**src/rtl/apb_master_if.sv**
```systemverilog
`default_nettype none
// ============================================================================
// Module   : apb_master_if
// Purpose  : Command/response and APB requester signal bundle for apb_master.
// Revision : 1.0  initial release
// ============================================================================
interface apb_master_if #(
  parameter int ADDR_W = 32,
  parameter int DATA_W = 32
);
  // Command channel
  logic                  cmd_valid_i;
  logic                  cmd_ready_o;
  logic                  cmd_write_i;
  logic [ADDR_W-1:0]     cmd_addr_i;
  logic [DATA_W-1:0]     cmd_wdata_i;
  logic [DATA_W/8-1:0]   cmd_strb_i;

  // Response channel
  logic                  rsp_valid_o;
  logic                  rsp_ready_i;
  logic [DATA_W-1:0]     rsp_rdata_o;
  logic                  rsp_slverr_o;

  // APB requester side
  logic [ADDR_W-1:0]     paddr_o;
  logic                  psel_o;
  logic                  penable_o;
  logic                  pwrite_o;
  logic [DATA_W-1:0]     pwdata_o;
  logic [DATA_W/8-1:0]   pstrb_o;
  logic                  pready_i;
  logic [DATA_W-1:0]     prdata_i;
  logic                  pslverr_i;

  modport master (
    input  cmd_valid_i, cmd_write_i, cmd_addr_i, cmd_wdata_i, cmd_strb_i,
    input  rsp_ready_i,
    input  pready_i, prdata_i, pslverr_i,
    output cmd_ready_o,
    output rsp_valid_o, rsp_rdata_o, rsp_slverr_o,
    output paddr_o, psel_o, penable_o, pwrite_o, pwdata_o, pstrb_o
  );

  modport slave (
    output cmd_valid_i, cmd_write_i, cmd_addr_i, cmd_wdata_i, cmd_strb_i,
    output rsp_ready_i,
    output pready_i, prdata_i, pslverr_i,
    input  cmd_ready_o,
    input  rsp_valid_o, rsp_rdata_o, rsp_slverr_o,
    input  paddr_o, psel_o, penable_o, pwrite_o, pwdata_o, pstrb_o
  );
endinterface
`default_nettype wire

```
**src/rtl/apb_master.sv**
```systemverilog
`default_nettype none
// ============================================================================
// Module   : apb_master
// Purpose  : Single-outstanding command-to-APB bridge (IDLE/SETUP/ACCESS/RESP).
//            Define APB_MASTER_TIMEOUT_EN to add the ACCESS-phase watchdog.
// Revision : 1.0  initial release
// ============================================================================
module apb_master #(
  parameter int ADDR_W         = 32,
  parameter int DATA_W         = 32,
  parameter int TIMEOUT_CYCLES = 16
) (
  input  wire logic        clk_i,
  input  wire logic        rst_i,
  apb_master_if.master     bus
);

  localparam int c_STRB_W = DATA_W / 8;

  typedef enum logic [1:0] {
    S_IDLE   = 2'd0,
    S_SETUP  = 2'd1,
    S_ACCESS = 2'd2,
    S_RESP   = 2'd3
  } state_t;

  state_t                r_state;
  state_t                w_state_nxt;
  logic                  r_cmd_ready;
  logic [ADDR_W-1:0]     r_paddr;
  logic                  r_pwrite;
  logic [DATA_W-1:0]     r_pwdata;
  logic [c_STRB_W-1:0]   r_pstrb;
  logic [DATA_W-1:0]     r_rsp_rdata;
  logic                  r_rsp_slverr;

  logic                  w_accept;
  logic                  w_done;
  logic                  w_timeout;

  if ((DATA_W % 8 != 0) || (TIMEOUT_CYCLES < 1)) begin : g_bad_param
    $error("apb_master: DATA_W must be a multiple of 8 and TIMEOUT_CYCLES >= 1");
  end

  assign w_accept = bus.cmd_valid_i && r_cmd_ready;
  assign w_done   = (r_state == S_ACCESS) && bus.pready_i;

`ifdef APB_MASTER_TIMEOUT_EN
  localparam int                 c_CNT_W    = $clog2(TIMEOUT_CYCLES + 1);
  localparam logic [c_CNT_W-1:0] c_CNT_LAST = c_CNT_W'(TIMEOUT_CYCLES - 1);

  logic [c_CNT_W-1:0] r_wd_cnt;

  // Counts completed wait cycles; the last one times out unless pready_i wins.
  always_ff @(posedge clk_i) begin
    if (rst_i) begin
      r_wd_cnt <= '0;
    end else if (r_state == S_SETUP) begin
      r_wd_cnt <= '0;
    end else if ((r_state == S_ACCESS) && !bus.pready_i) begin
      r_wd_cnt <= r_wd_cnt + c_CNT_W'(1);
    end
  end

  assign w_timeout = (r_state == S_ACCESS) && !bus.pready_i && (r_wd_cnt == c_CNT_LAST);
`else
  assign w_timeout = 1'b0;
`endif

  always_ff @(posedge clk_i) begin
    if (rst_i) begin
      r_state <= S_IDLE;
    end else begin
      r_state <= w_state_nxt;
    end
  end

  always_comb begin
    w_state_nxt = r_state;
    case (r_state)
      S_IDLE:   if (w_accept) w_state_nxt = S_SETUP;
      S_SETUP:  w_state_nxt = S_ACCESS;
      S_ACCESS: if (w_done || w_timeout) w_state_nxt = S_RESP;
      S_RESP:   if (bus.rsp_ready_i) w_state_nxt = S_IDLE;
      default:  w_state_nxt = S_IDLE;
    endcase
  end

  // Registered from next state so ready stays low for the whole reset pulse.
  always_ff @(posedge clk_i) begin
    if (rst_i) begin
      r_cmd_ready <= 1'b0;
    end else begin
      r_cmd_ready <= (w_state_nxt == S_IDLE);
    end
  end

  always_ff @(posedge clk_i) begin
    if (rst_i) begin
      r_paddr  <= '0;
      r_pwrite <= 1'b0;
      r_pwdata <= '0;
      r_pstrb  <= '0;
    end else if (w_accept) begin
      r_paddr  <= bus.cmd_addr_i;
      r_pwrite <= bus.cmd_write_i;
      r_pwdata <= bus.cmd_write_i ? bus.cmd_wdata_i : '0;
      r_pstrb  <= bus.cmd_write_i ? bus.cmd_strb_i  : '0;
    end
  end

  always_ff @(posedge clk_i) begin
    if (rst_i) begin
      r_rsp_rdata  <= '0;
      r_rsp_slverr <= 1'b0;
    end else if (w_done) begin
      r_rsp_rdata  <= r_pwrite ? '0 : bus.prdata_i;
      r_rsp_slverr <= bus.pslverr_i;
    end else if (w_timeout) begin
      r_rsp_rdata  <= '0;
      r_rsp_slverr <= 1'b1;
    end
  end

  assign bus.cmd_ready_o  = r_cmd_ready;
  assign bus.psel_o       = (r_state == S_SETUP) || (r_state == S_ACCESS);
  assign bus.penable_o    = (r_state == S_ACCESS);
  assign bus.paddr_o      = r_paddr;
  assign bus.pwrite_o     = r_pwrite;
  assign bus.pwdata_o     = r_pwdata;
  assign bus.pstrb_o      = r_pstrb;
  assign bus.rsp_valid_o  = (r_state == S_RESP);
  assign bus.rsp_rdata_o  = r_rsp_rdata;
  assign bus.rsp_slverr_o = r_rsp_slverr;

endmodule
`default_nettype wire
```
**src/flat_wrapper.sv**
```systemverilog
// flat-port wrapper written by rule: the top's interface ports become plain ports
module apb_master_flat 
#(
  parameter int ADDR_W         = 32,
  parameter int DATA_W         = 32,
  parameter int TIMEOUT_CYCLES = 16
)
  (clk_i, rst_i, bus_cmd_valid_i, bus_cmd_write_i, bus_cmd_addr_i, bus_cmd_wdata_i, bus_cmd_strb_i, bus_rsp_ready_i, bus_pready_i, bus_prdata_i, bus_pslverr_i, bus_cmd_ready_o, bus_rsp_valid_o, bus_rsp_rdata_o, bus_rsp_slverr_o, bus_paddr_o, bus_psel_o, bus_penable_o, bus_pwrite_o, bus_pwdata_o, bus_pstrb_o);
  apb_master_if #(.ADDR_W(ADDR_W), .DATA_W(DATA_W)) bus_i ();
  input  wire logic clk_i;
  input  wire logic rst_i;
  input wire logic [$bits(bus_i.cmd_valid_i)-1:0] bus_cmd_valid_i;
  input wire logic [$bits(bus_i.cmd_write_i)-1:0] bus_cmd_write_i;
  input wire logic [$bits(bus_i.cmd_addr_i)-1:0] bus_cmd_addr_i;
  input wire logic [$bits(bus_i.cmd_wdata_i)-1:0] bus_cmd_wdata_i;
  input wire logic [$bits(bus_i.cmd_strb_i)-1:0] bus_cmd_strb_i;
  input wire logic [$bits(bus_i.rsp_ready_i)-1:0] bus_rsp_ready_i;
  input wire logic [$bits(bus_i.pready_i)-1:0] bus_pready_i;
  input wire logic [$bits(bus_i.prdata_i)-1:0] bus_prdata_i;
  input wire logic [$bits(bus_i.pslverr_i)-1:0] bus_pslverr_i;
  output wire logic [$bits(bus_i.cmd_ready_o)-1:0] bus_cmd_ready_o;
  output wire logic [$bits(bus_i.rsp_valid_o)-1:0] bus_rsp_valid_o;
  output wire logic [$bits(bus_i.rsp_rdata_o)-1:0] bus_rsp_rdata_o;
  output wire logic [$bits(bus_i.rsp_slverr_o)-1:0] bus_rsp_slverr_o;
  output wire logic [$bits(bus_i.paddr_o)-1:0] bus_paddr_o;
  output wire logic [$bits(bus_i.psel_o)-1:0] bus_psel_o;
  output wire logic [$bits(bus_i.penable_o)-1:0] bus_penable_o;
  output wire logic [$bits(bus_i.pwrite_o)-1:0] bus_pwrite_o;
  output wire logic [$bits(bus_i.pwdata_o)-1:0] bus_pwdata_o;
  output wire logic [$bits(bus_i.pstrb_o)-1:0] bus_pstrb_o;
  assign bus_i.cmd_valid_i = bus_cmd_valid_i;
  assign bus_i.cmd_write_i = bus_cmd_write_i;
  assign bus_i.cmd_addr_i = bus_cmd_addr_i;
  assign bus_i.cmd_wdata_i = bus_cmd_wdata_i;
  assign bus_i.cmd_strb_i = bus_cmd_strb_i;
  assign bus_i.rsp_ready_i = bus_rsp_ready_i;
  assign bus_i.pready_i = bus_pready_i;
  assign bus_i.prdata_i = bus_prdata_i;
  assign bus_i.pslverr_i = bus_pslverr_i;
  assign bus_cmd_ready_o = bus_i.cmd_ready_o;
  assign bus_rsp_valid_o = bus_i.rsp_valid_o;
  assign bus_rsp_rdata_o = bus_i.rsp_rdata_o;
  assign bus_rsp_slverr_o = bus_i.rsp_slverr_o;
  assign bus_paddr_o = bus_i.paddr_o;
  assign bus_psel_o = bus_i.psel_o;
  assign bus_penable_o = bus_i.penable_o;
  assign bus_pwrite_o = bus_i.pwrite_o;
  assign bus_pwdata_o = bus_i.pwdata_o;
  assign bus_pstrb_o = bus_i.pstrb_o;
  apb_master #(.ADDR_W(ADDR_W), .DATA_W(DATA_W), .TIMEOUT_CYCLES(TIMEOUT_CYCLES)) u_core (.clk_i(clk_i), .rst_i(rst_i), .bus(bus_i));
endmodule
```
**config.mk**
```make
export PLATFORM = sky130hd
export DESIGN_NAME = apb_master_flat
export DESIGN_NICKNAME = d
export VERILOG_FILES = /design/src/rtl/apb_master_if.sv /design/src/rtl/apb_master.sv /design/src/flat_wrapper.sv
export SDC_FILE = /design/constraint.sdc
export NUM_CORES = 1
export LEC_CHECK = 0
export BUFFER_PORTS_ARGS = -buffer_cell sky130_fd_sc_hd__buf_2
export CORE_MARGIN = 2
export CORE_UTILIZATION = 40
export DETAILED_ROUTE_END_ITERATION = 7
export PLACE_DENSITY = 0.76
export SYNTH_ARGS = -nofsm -noshare
export SYNTH_HDL_FRONTEND = slang
export SYNTH_SLANG_ARGS = --single-unit
```
**constraint.sdc**
```tcl
create_clock -name clk_i -period 1.3 [get_ports clk_i]
set_clock_uncertainty 0.05 [all_clocks]
set_input_delay 0.26 -clock clk_i [delete_from_list [all_inputs] [get_ports clk_i]]
set_output_delay 0.26 -clock clk_i [all_outputs]
set_load 0.05 [all_outputs]
```
==> results.md, run 1 <==
Critical path:
- The data arrival at the endpoint of the critical path is 1.20 ns.
- The critical path is of the register to output port type.
- For the worst setup path, the data required time is between 0.9 and 1 ns.
- STA classifies the critical path startpoint as a register.
- The biggest fanout along the worst timing path is 4.
- STA classifies the critical path endpoint as an output port.

Global routing:
- The remaining global-route overflow is 0.
- Global routing consumed, on the met1 layer, 20.8% of the routing resources.
- Entering global routing, the biggest net connects between 40 and 50 pins.
- The number of antenna violations at the first check in global routing is 0.
- The via count of the first global-routing pass is 3674.
- The layer flagged by global routing as most heavily used is met2.
- In the global route stage, met2 resource usage came out at 36.1%.
- The global router's overall resource usage is 19.4%.
- The global routing usage on met3 is 4.81%.
- The first-pass GRT wire length is 16.3 mm.

Place:
- The congestion estimate from routability-driven global placement came to 0.773.
- Once placement completed, the tool counted placed cells totaling 791.
- The half-perimeter wire length of the detailed placement result is between 7 and 8 mm.
- The placed instances occupy a cell area of approximately 5200 µm².
- During placement, the flow inserted port buffers numbering 212.

Clock network:
- The buffer type at the clock tree root is clkbuf_8.
- TritonCTS built the clock tree.
- The worst-skew pair later-pin latency is ~0.36 ns.
- The clock passes through at most 2 buffers.
- The quantity of hold-fixing buffers added after cts is 0.
- The clock slew at the register clock pins of the worst setup and hold paths is 0.10 ns.
- The sink count of the clock tree is 105.
- The number of buffers created by CTS is 9.
- The clock tree synthesis step divided the H-tree into 3 levels.

Route:
- The routed layout has 4051 vias.
- In this run the remaining antenna-violating nets after routing total 0.
- The first routing iteration left 154 violations.
- After detailed routing, the number of vias per cell comes to ~5.0.
- The wire length after detailed routing is 11.8 mm.
- The average detailed-routed wire length per instance is 14.4 µm.
- The number of iterations in the first detailed-routing pass is 5.
- In the routed design, unresolved DRC markers number 0.

Timing:
- Setup repair after global routing could not meet its margin everywhere.
- The minimum setup slack in the final design is -0.213 ns.
- Static timing analysis puts the maximum clock frequency at about 0.66 GHz.
- The worst pin sits at a relative slew slack of 82.2%.
- The actual transition at the worst max-transition pin is 0.266 ns.
- The final count of hold timing violations was 0.
- Setup total negative slack on the finished layout was measured at -1.01 ns.
- The post-route fraction of the period consumed by the critical path is 116%.
- The final period demand of the worst path is roughly 1.5 ns.
- Setup violations remaining at the end of the flow were counted as 25.
- The count of pins over their slew limit is 0.

Yosys:
- The mux cell area share after synthesis is 0.256%.
- The commonest register cell after synthesis is dfxtp_1.
- After synthesis, the largest family of logic cells by area is simple AND/OR/NAND/NOR gates.
- Of all flip-flops after synthesis, the portion carrying an async set or reset was 0%.
- The sequential element share of the synthesized area is 53.8%.
- The post-synthesis share of cell area spent on xor and xnor gates is 0%.
- The post-synthesis cell type count is 22.
- By area the synthesized netlist is led by dfxtp_1, nand2_1, a21oi_1.
- The netlist area before placement is 3900 µm².
- The count of flip-flops with a built-in enable after synthesis is 0.
- The post-synthesis net count is 581.
- The most common cell in the synthesized netlist is nand2_1.
- The biggest area contributor in the post-synthesis netlist is dfxtp_1.
- The number of instances in the synthesized netlist is 471.
- Yosys printed 0 warnings.
- The synthesized area divided by synthesized cell count is around 8.3 µm².
- After Yosys synthesis, and, or, nand and nor cells account for 24.9% of the synthesized area.
- The share of the synthesized area in compound gates (AO/OA/AOI/OAI) is between 10% and 20%.
- The area share of the largest cell type after synthesis is between 50% and 60%.
- Counting flops and latches in the post-synthesis netlist gives roughly 110.
- The fraction of the mapped netlist area in adder cells is less than 1%.
- The commonest cells after synthesis are nand2_1, dfxtp_1, a21oi_1.

Power and ir drop:
- Across the VDD grid, the largest voltage drop is 0.620 mV.
- The design draws about 8.6 mW.
- Power spread over the standard cell area amounts to 1450 nW/µm².
- The total leakage power is 2.45 nW.

Die:
- The initial core utilization is 40.5%.
- During I/O placement, the number of pins put on the boundary was 213.
- The overall die width is around 100 µm.
- The placeable core area is 9640 µm².
- The die covers 10600 µm².
- The height of the chip is a little over 100 µm.
- The number of rows in the core area is 36.

Layout:
- The final-stage net count is between 700 and 800.
- The finished cells cover 5930 µm².
- The area growth from synthesis to layout is 51.8%.
- The post-layout instance count excluding filler cells is about 820.
- In the final layout, the share of cells above drive strength 1 is 41.4%.
- The share of the core filled with cells is between 60 and 70%.

Flow run:
- The max-capacitance violation count is 0.

Outcome:
- The flow ran to the end, but the final reports show violations.
- The final reports fail on negative setup slack.

Worst hold path:
- The path class of the lowest-slack min-delay path is input pin to register.
==> placed cells by master (no fill, tap or decap) <==
cell type  count
nand3_1       36
buf_2        110
clkbuf_8      12
nor2b_4        1
dfxtp_1      101
clkbuf_4      55
buf_12         8
a2111oi_4      1
a21oi_1       91
nand2_4        1
a311o_1        1
clkinv_2       1
dfxtp_4        3
diode_2        1
ha_4           3
a211oi_2       2
buf_6          9
mux2i_2        1
nand3b_1      32
buf_4         52
nor3_2         1
nand2_2        1
nor3_1         1
clkinv_4       1
nand2_1      136
and2_4         2
bufinv_16      2
o41a_1         1
a21oi_2       11
buf_8          1
dfxtp_2        1
inv_4          2
clkbuf_16      2
nor2_1         1
==> power by group <==
group          switching (mW)  internal [mW]  leakage [nW]
Clock                    1.09           1.24         0.123
Sequential              0.147           3.46         0.854
Combinational            1.70          0.969          1.48
==> per-stage QoR <==
stage	hold WS (ns)	setup slack, ns
detailed placement	0.390	-0.0583
global route	0.0684	-0.243
CTS	0.0525	-0.226
floorplan	0.346	-0.0577
global placement	0.385	-0.0303
finish	0.0686	-0.213
==> layer usage <==
layer / up-vias / part of all wire, %
li1: 1993 / -
met1: 1885 / 39
met2: 152 / 52
met3: 21 / 6.9
met4: 0 / 2.1
met5: - / 0
==> cell type report <==
| class | instances | area, µm² |
|---|---|---|
| Timing Repair Buffer | 237 | 1680 |
| Tap cell | 133 | 166 |
| Multi-Input combinational cell | 323 | 1710 |
| Antenna cell | 1 | 2.50 |
| Clock inverter | 4 | 73.8 |
| Fill cell | 863 | 3710 |
| Inverter | 2 | 12.5 |
| Sequential cell | 105 | 2110 |
| Clock buffer | 12 | 165 |
==> flip-flops by register name (all words and copies together), names as in the netlist <==
signal and count:
u_core.bus.pwrite_o 1, u_core.bus.rsp_slverr_o 1, u_core.r_state 2, u_core.bus.pstrb_o 4
u_core.bus.pwdata_o 32, u_core.bus.rsp_rdata_o 32, u_core.bus.paddr_o 32, u_core.bus.cmd_ready_o 1
==> cells by family after synthesis <==
kind of cell | Yosys count
muxes | 1
AOI/OAI and AO/OA | 107
adders and majority gates | 3
and+or+nand+nor | 212
buffers and inverters | 43
DFF | 105
==> final timing paths <==
check	from	cells past startpoint	end	slack [ns]
setup reg to reg	u_core.r_state[1]$_SDFF_PP0_	5	u_core.bus.cmd_ready_o$_SDFF_PP0_	-0.07
hold reg to reg	u_core.bus.pwdata_o[30]$_SDFFE_PP0P_	2	u_core.bus.pwdata_o[30]$_SDFFE_PP0P_	0.40
setup / recovery	u_core.r_state[1]$_SDFF_PP0_	3	bus_psel_o	-0.21
hold / removal	bus_cmd_addr_i[28]	3	u_core.bus.paddr_o[28]$_SDFFE_PP0P_	0.07
==> timing repair <==
action,in CTS,in global routing
pin swaps,6,11
endpoints found under the setup margin,62,114
gates resized for setup,64,79
buffers inserted,5,1
gates cloned,0,3
==> critical path, stage by stage, from the launching register on <==
cell and delay (ns):
dfxtp_4 0.40, inv_4 0.05, ha_4 0.26, buf_12 0.13
No activity file was read; power rests on OpenSTA's default activity.
==> inputs of run 2 (changes only) <==
--- a/config.mk
+++ b/config.mk
@@ -6,6 +6,7 @@
 export NUM_CORES = 1
 export LEC_CHECK = 0
 export BUFFER_PORTS_ARGS = -buffer_cell sky130_fd_sc_hd__buf_2
+export CORE_ASPECT_RATIO = 0.75
 export CORE_MARGIN = 2
 export CORE_UTILIZATION = 40
 export DETAILED_ROUTE_END_ITERATION = 7
==> results.md, run 2 (synthesis results as in run 1) <==
Global routing:
- The first-pass GRT wire length is 17.9 mm (was 16.3 mm).
- The global router's overall resource usage is 21.1% (was 19.4%).
- The number of antenna violations at the first check in global routing is 0 (unchanged).
- The maximum number of pins on one net before global-route repair is 54 (was 44).
- The remaining global-route overflow is 0 (unchanged).
- The via count of the first global-routing pass is 3636 (was 3674).

Critical path:
- The startpoint kind of the worst setup timing path is a register (unchanged).
- The biggest fanout along the worst timing path is 4 (unchanged).
- The setup slack on the worst flop-to-flop path was -0.16 ns (was -0.07 ns).
- The largest delay contributor family on the critical path is flip-flops (unchanged).
- The delay contributed by the slowest stage of the critical path is 0.39 ns (was 0.40 ns).
- The critical path endpoint category is an output port (unchanged).
- The count of buffering cells on the critical path with inverters included is 2 (unchanged).
- The kind of critical path is register to output port (unchanged).
- The critical-path cell with the highest stage delay was dfxtp_4 (unchanged).
- The worst endpoint required time is 0.99 ns (about the same).
- The data arrival at the endpoint of the critical path came to 1.18 ns (was 1.20 ns).
- Critical path, cell by cell: inv_4 > ha_4 > buf_8 (was inv_4 > ha_4 > buf_12).

Timing:
- The worst slew margin relative to its limit is 77.4% (was 82.2%).
- The actual transition at the worst max-transition pin is 0.339 ns (was 0.266 ns).
- The fmax was 0.669 GHz (was 0.661 GHz).
- The final setup violation count is 38 (was 25).
- The post-route fraction of the period consumed by the critical path is 115% (was 116%).
- The final period demand of the worst path is 1.49 ns (was 1.51 ns).
- The minimum setup slack in the final design is -0.194 ns (was -0.213 ns).
- The final count of hold timing violations is 0 (unchanged).
- The count of pins over their slew limit is 0 (unchanged).
- Unrepaired setup endpoints after global routing: true (unchanged).
- The total negative slack for setup checks is -2.85 ns (was -1.01 ns).

Layout:
- The share of the core filled with cells came to 62.0% (was 61.5%).
- The layout overhead on the synthesized area was 52.1% (was 51.8%).
- The antenna cell count is 0 (was 1).
- The most common cell after layout, fill and taps aside is buf_2 (was nand2_1).
- The share of final-layout standard cells stronger than drive strength 1 is 42.0% (was 41.4%).
- The final-stage net count is 796 (was 788).
- The fill cell total of the finished layout is 848 (was 863).
- Commonest cells after routing, fill and taps aside: buf_2, nand2_1, dfxtp_1, a21oi_1, nand3_1 (was nand2_1, buf_2, dfxtp_1, a21oi_1, clkbuf_4).

Power and ir drop:
- The combinational cell fraction of total power is 31.3% (was 31.0%).
- The total leakage power is 2.59 nW (was 2.45 nW).
- The cell-internal power came to 5.75 mW (was 5.67 mW).
- The peak supply drop is 1.05 mV (was 0.620 mV).
- The net switching share of the total power came to 34.6% (was 34.1%).
- The total power per unit cell area is 1480 nW/µm² (was 1450 nW/µm²).
- The fraction of power consumed by the clock network is 27.7% (was 27.1%).
- The power after layout was 8.80 mW (was 8.61 mW).
- The part of the power in registers is 41.0% (was 41.9%).
- The net load switching power is 3.04 mW (was 2.93 mW).

Clock network:
- The worst-skew pair later-pin latency was 0.34 ns (was 0.36 ns).
- The maximum count of clock buffers along a single path is 2 (unchanged).
- The buffer type at the clock tree root is clkbuf_16 (was clkbuf_8).
- The clock tree from TritonCTS is done (unchanged).
- The count of H-tree levels built during CTS is 3 (unchanged).
- The number of buffers created by CTS was 9 (unchanged).
- The sink count of the clock tree is 105 (unchanged).
- The clock slew at the register clock pins of the worst setup and hold paths is 0.07 ns (was 0.10 ns).

Route:
- The routed via count divided by cell count came to 4.97 (was 4.96).
- The wire length after detailed routing is 12.1 mm (was 11.8 mm).
- The number of iterations in the first detailed-routing pass is 4 (was 5).
- The post-detailed-route DRC marker count is 0 (unchanged).
- The average detailed-routed wire length per instance was 14.7 µm (was 14.4 µm).
- The post-route antenna net violation count was 0 (unchanged).
- The number of DRC violations after detailed-routing iteration 0 is 273 (was 154).
- The detailed-route via count is 4088 (was 4051).

Worst hold path:
- The path class of the lowest-slack min-delay path is input pin to register (unchanged).

Place:
- The half-perimeter wire length of the detailed placement result came to 7.83 mm (was 7.86 mm).
- The port buffer count is 212 (unchanged).
- The final weighted congestion in routability-driven placement is 0.794 (was 0.773).

Die:
- The total die area was 10600 µm² (about the same).
- The overall die width came to 118 µm (was 103 µm).
- The initial core utilization is 40.8% (was 40.5%).
- The height of the chip was 89.6 µm (was 103 µm).
- The number of rows in the core area is 31 (was 36).
- The top-level I/O count is 213 (unchanged).
- The placeable core area came to 9580 µm² (was 9640 µm²).

Outcome:
- Violations in the final reports: negative setup slack (unchanged).
- Status: finished with violations (unchanged).

Flow run:
- The max-capacitance violation count came to 0 (unchanged).
-- run 2: cell type report --
| class | count | area, µm² | area share (%) |
|---|---|---|---|
| Sequential cell | 105 | 2110 | 35.6 |
| Multi-Input combinational cell | 323 | 1730 | 29.1 |
| Timing Repair Buffer | 245 | 1650 | 27.8 |
| Clock buffer | 11 | 233 | 3.92 |
| Tap cell | 132 | 165 | 2.78 |
| Clock inverter | 5 | 31.3 | 0.527 |
| Inverter | 2 | 15.0 | 0.253 |
-- run 2: final timing paths --
kind / from / to / cells after the start
hold / removal: bus_cmd_addr_i[24] / u_core.bus.paddr_o[24]$_SDFFE_PP0P_ / 3
hold reg to reg: u_core.bus.pwdata_o[12]$_SDFFE_PP0P_ / u_core.bus.pwdata_o[12]$_SDFFE_PP0P_ / 2
setup / recovery: u_core.r_state[1]$_SDFF_PP0_ / bus_psel_o / 3
setup reg to reg: u_core.r_state[0]$_SDFF_PP0_ / u_core.r_state[0]$_SDFF_PP0_ / 7
-- run 2: routing by layer --
layer  wire [µm]  global-route usage [%]  vias to the layer above
li1            -                       -                     2004
met1        4880                    25.6                     1880
met2        5990                    36.7                      186
met3        1040                    6.38                       18
met4         210                    6.57                        0
met5           0                       0                        -
-- run 2: stage by stage --
stage / area [µm²] / hold slack (ns) / setup slack, ns / cells
final: 5940 / 0.101 / -0.194 / 823
after global placement: 5190 / 0.385 / -0.0234 / 790
after global routing: 5940 / 0.105 / -0.228 / 823
after CTS: 5740 / 0.0947 / -0.210 / 820
after floorplan: 3950 / 0.346 / -0.0577 / 471
after detailed placement: 5190 / 0.391 / -0.102 / 790
-- run 2: what timing repair did --
action	in CTS	in global routing
setup endpoints to repair	39	52
buffers inserted	10	2
hold endpoints to repair	0	0
hold buffers	0	0
resized for setup	30	38
pin swaps	9	13
cloned	4	4
-- run 2: worst register-to-register path, stage by stage, from the launching register on --
cell	delay, ns
dfxtp_4	0.38
inv_6	0.05
ha_4	0.18
and2_4	0.19
buf_4	0.14
buf_6	0.10
mux2i_2	0.17
a211oi_2	0.09
-- run 2: power by group through the flow --
stage                     clock network, mW  logic (mW)  registers [mW]
after CTS                              2.51        2.59            3.60
after global placement                    0        2.24            3.65
after floorplan                           0       0.885            4.41
final                                  2.44        2.75            3.61
after global routing                   2.67        2.91            3.63
after detailed placement                  0        2.28            3.67
==> inputs of run 3 (changes only) <==
--- a/config.mk
+++ b/config.mk
@@ -5,7 +5,7 @@
 export SDC_FILE = /design/constraint.sdc
 export NUM_CORES = 1
 export LEC_CHECK = 0
-export BUFFER_PORTS_ARGS = -buffer_cell sky130_fd_sc_hd__buf_2
+export BUFFER_PORTS_ARGS = -buffer_cell sky130_fd_sc_hd__buf_4
 export CORE_ASPECT_RATIO = 0.75
 export CORE_MARGIN = 2
 export CORE_UTILIZATION = 40
==> results.md, run 3 (synthesis results as in run 1) <==
Critical path:
- The biggest fanout along the worst timing path is 5 (was 4).
- The kind of critical path is register to output port (unchanged).
- The worst endpoint required time is 0.99 ns (about the same).
- The data arrival at the endpoint of the critical path is 1.15 ns (was 1.18 ns).
- The critical path endpoint category is an output port (unchanged).
- The startpoint kind of the worst setup timing path is a register (unchanged).

Global routing:
- The remaining global-route overflow is 0 (unchanged).
- The global router's overall resource usage is 23.3% (was 21.1%).
- The maximum number of pins on one net before global-route repair is 42 (was 54).
- The first-pass GRT wire length is 19.4 mm (was 17.9 mm).
- The via count of the first global-routing pass is 3954 (was 3636).
- The number of antenna violations at the first check in global routing was 0 (unchanged).

Layout:
- The final-stage net count is 795 (was 796).
- The post-layout instance count excluding filler cells is 822 (was 823).
- The most common cell after layout, fill and taps aside is buf_4 (was buf_2).
- The share of final-layout standard cells stronger than drive strength 1 is 45.2% (was 42.0%).
- The fill cell total of the finished layout is 773 (was 848).
- The antenna cell count is 0 (unchanged).
- The layout overhead on the synthesized area was 67.8% (was 52.1%).
- Commonest cells after routing, fill and taps aside: buf_4, nand2_1, dfxtp_1, a21oi_1, nand3_1 (was buf_2, nand2_1, dfxtp_1, a21oi_1, nand3_1).
- The sequential cell area is 2110 µm² (about the same).
- The area taken by multi-input logic gates was 1840 µm² (was 1730 µm²).
- The share of the core filled with cells is 68.4% (was 62.0%).

Timing:
- The final period demand of the worst path is 1.46 ns (was 1.49 ns).
- The final count of hold timing violations is 0 (unchanged).
- Unrepaired setup endpoints after global routing: true (unchanged).
- The post-route fraction of the period consumed by the critical path was 112% (was 115%).
- The count of pins over their slew limit is 0 (unchanged).
- The minimum hold slack is 0.104 ns (was 0.101 ns).
- The fmax is 0.684 GHz (was 0.669 GHz).
- The final setup violation count is 38 (unchanged).
- The worst slew margin relative to its limit is 75.5% (was 77.4%).
- The actual transition at the worst max-transition pin is 0.368 ns (was 0.339 ns).
- The minimum setup slack in the final design is -0.162 ns (was -0.194 ns).

Clock network:
- The number of buffers created by CTS is 9 (unchanged).
- The clock slew at the register clock pins of the worst setup and hold paths is 0.07 ns (about the same).
- The sink count of the clock tree is 105 (unchanged).
- The maximum count of clock buffers along a single path was 2 (unchanged).
- The worst-skew pair later-pin latency is 0.34 ns (about the same).
- The clock tree from TritonCTS is done (unchanged).
- The buffer type at the clock tree root is clkbuf_16 (unchanged).
- The count of H-tree levels built during CTS is 3 (unchanged).

Route:
- The routed via count divided by cell count is 5.07 (was 4.97).
- The average detailed-routed wire length per instance is 15.7 µm (was 14.7 µm).
- The post-route antenna net violation count is 0 (unchanged).
- The post-detailed-route DRC marker count is 0 (unchanged).
- The number of DRC violations after detailed-routing iteration 0 was 280 (was 273).
- The wire length after detailed routing is 12.9 mm (was 12.1 mm).
- The number of iterations in the first detailed-routing pass is 4 (unchanged).
- The detailed-route via count is 4170 (was 4088).

Outcome:
- Status: finished with violations (unchanged).
- Violations in the final reports: negative setup slack (unchanged).

Flow run:
- The max-capacitance violation count is 0 (unchanged).

Place:
- The final weighted congestion in routability-driven placement came to 0.749 (was 0.794).
- The cell count after placement is 790 (unchanged).
- The half-perimeter wire length of the detailed placement result is 8.29 mm (was 7.83 mm).
- The port buffer count came to 212 (unchanged).

Die:
- The total die area is 10600 µm² (unchanged).
- The number of rows in the core area was 31 (unchanged).
- The height of the chip is 89.6 µm (unchanged).
- The placeable core area is 9580 µm² (unchanged).
- The overall die width is 118 µm (unchanged).
- The initial core utilization came to 40.8% (unchanged).
- The top-level I/O count was 213 (unchanged).

Power and ir drop:
- The total power per unit cell area came to 1480 nW/µm² (about the same).
- The peak supply drop is 0.844 mV (was 1.05 mV).
- The total leakage power came to 2.71 nW (was 2.59 nW).

Worst hold path:
- The path class of the lowest-slack min-delay path is input pin to register (unchanged).
-- run 3: cell count changes in the layout (fill, tap and decap cells not counted), sizes merged --
cell      previous run  this run
bufinv               0         2
clkinv               2         1
clkinvlp             2         0
clkbuf              26        14
buf                230       243
inv                  3         2
-- run 3: layer usage --
layer	part of all wire, %	vias to the layer above	track usage [%]
met2	50	185	41.5
met4	1.8	0	9.20
li1	-	2002	-
met1	40	1964	26.1
met5	0	-	0
met3	8.7	19	8.27
-- run 3: final timing paths --
check	start	to	slack (ns)	cells after the start
min	bus_cmd_addr_i[24]	u_core.bus.paddr_o[24]$_SDFFE_PP0P_	0.10	3
max	u_core.r_state[1]$_SDFF_PP0_	bus_penable_o	-0.16	3
max reg2reg	u_core.r_state[1]$_SDFF_PP0_	u_core.r_state[0]$_SDFF_PP0_	-0.13	6
min reg2reg	u_core.bus.pstrb_o[0]$_SDFFE_PP0P_	u_core.bus.pstrb_o[0]$_SDFFE_PP0P_	0.40	2
-- run 3: repair_timing --
item / 4_1_cts / 5_1_grt
hold buffers: 0 / 0
pin swaps: 31 / 34
resized for setup: 48 / 38
buffers inserted: 11 / 3
gates cloned: 7 / 1
endpoints found under the setup margin: 33 / 47
-- run 3: where the power goes --
group	internal [mW]	switching [mW]
sequential	3.46	0.159
clock	1.91	1.18
combinational	1.18	1.78
-- run 3: cell type report --
| class | instances | area share (%) |
|---|---|---|
| inverters | 2 | 0.229 |
| clock inverters | 3 | 1.05 |
| repair buffers | 244 | 31.6 |
| clock buffers | 13 | 4.30 |
| flip-flops and latches | 105 | 32.3 |
| multi-input cells | 323 | 28.0 |
| well taps | 132 | 2.52 |
-- run 3: critical path, stage by stage (launching register included) --
cell and delay (ns):
dfxtp_4 0.35, buf_6 0.13, ha_4 0.18, buf_8 0.15
-- run 3: stage by stage --
| stage | setup WS [ns] | area (µm²) | TNS [ns] | power [mW] |
|---|---|---|---|---|
| after global placement | -0.0126 | 5680 | -0.0126 | 6.13 |
| after CTS | -0.185 | 6490 | -4.09 | 9.71 |
| after floorplan | -0.0577 | 3950 | -1.79 | 5.30 |
| after global routing | -0.205 | 6550 | -5.78 | 10.1 |
| final | -0.162 | 6550 | -3.58 | 9.67 |
| after detailed placement | -0.0896 | 5680 | -0.256 | 6.18 |
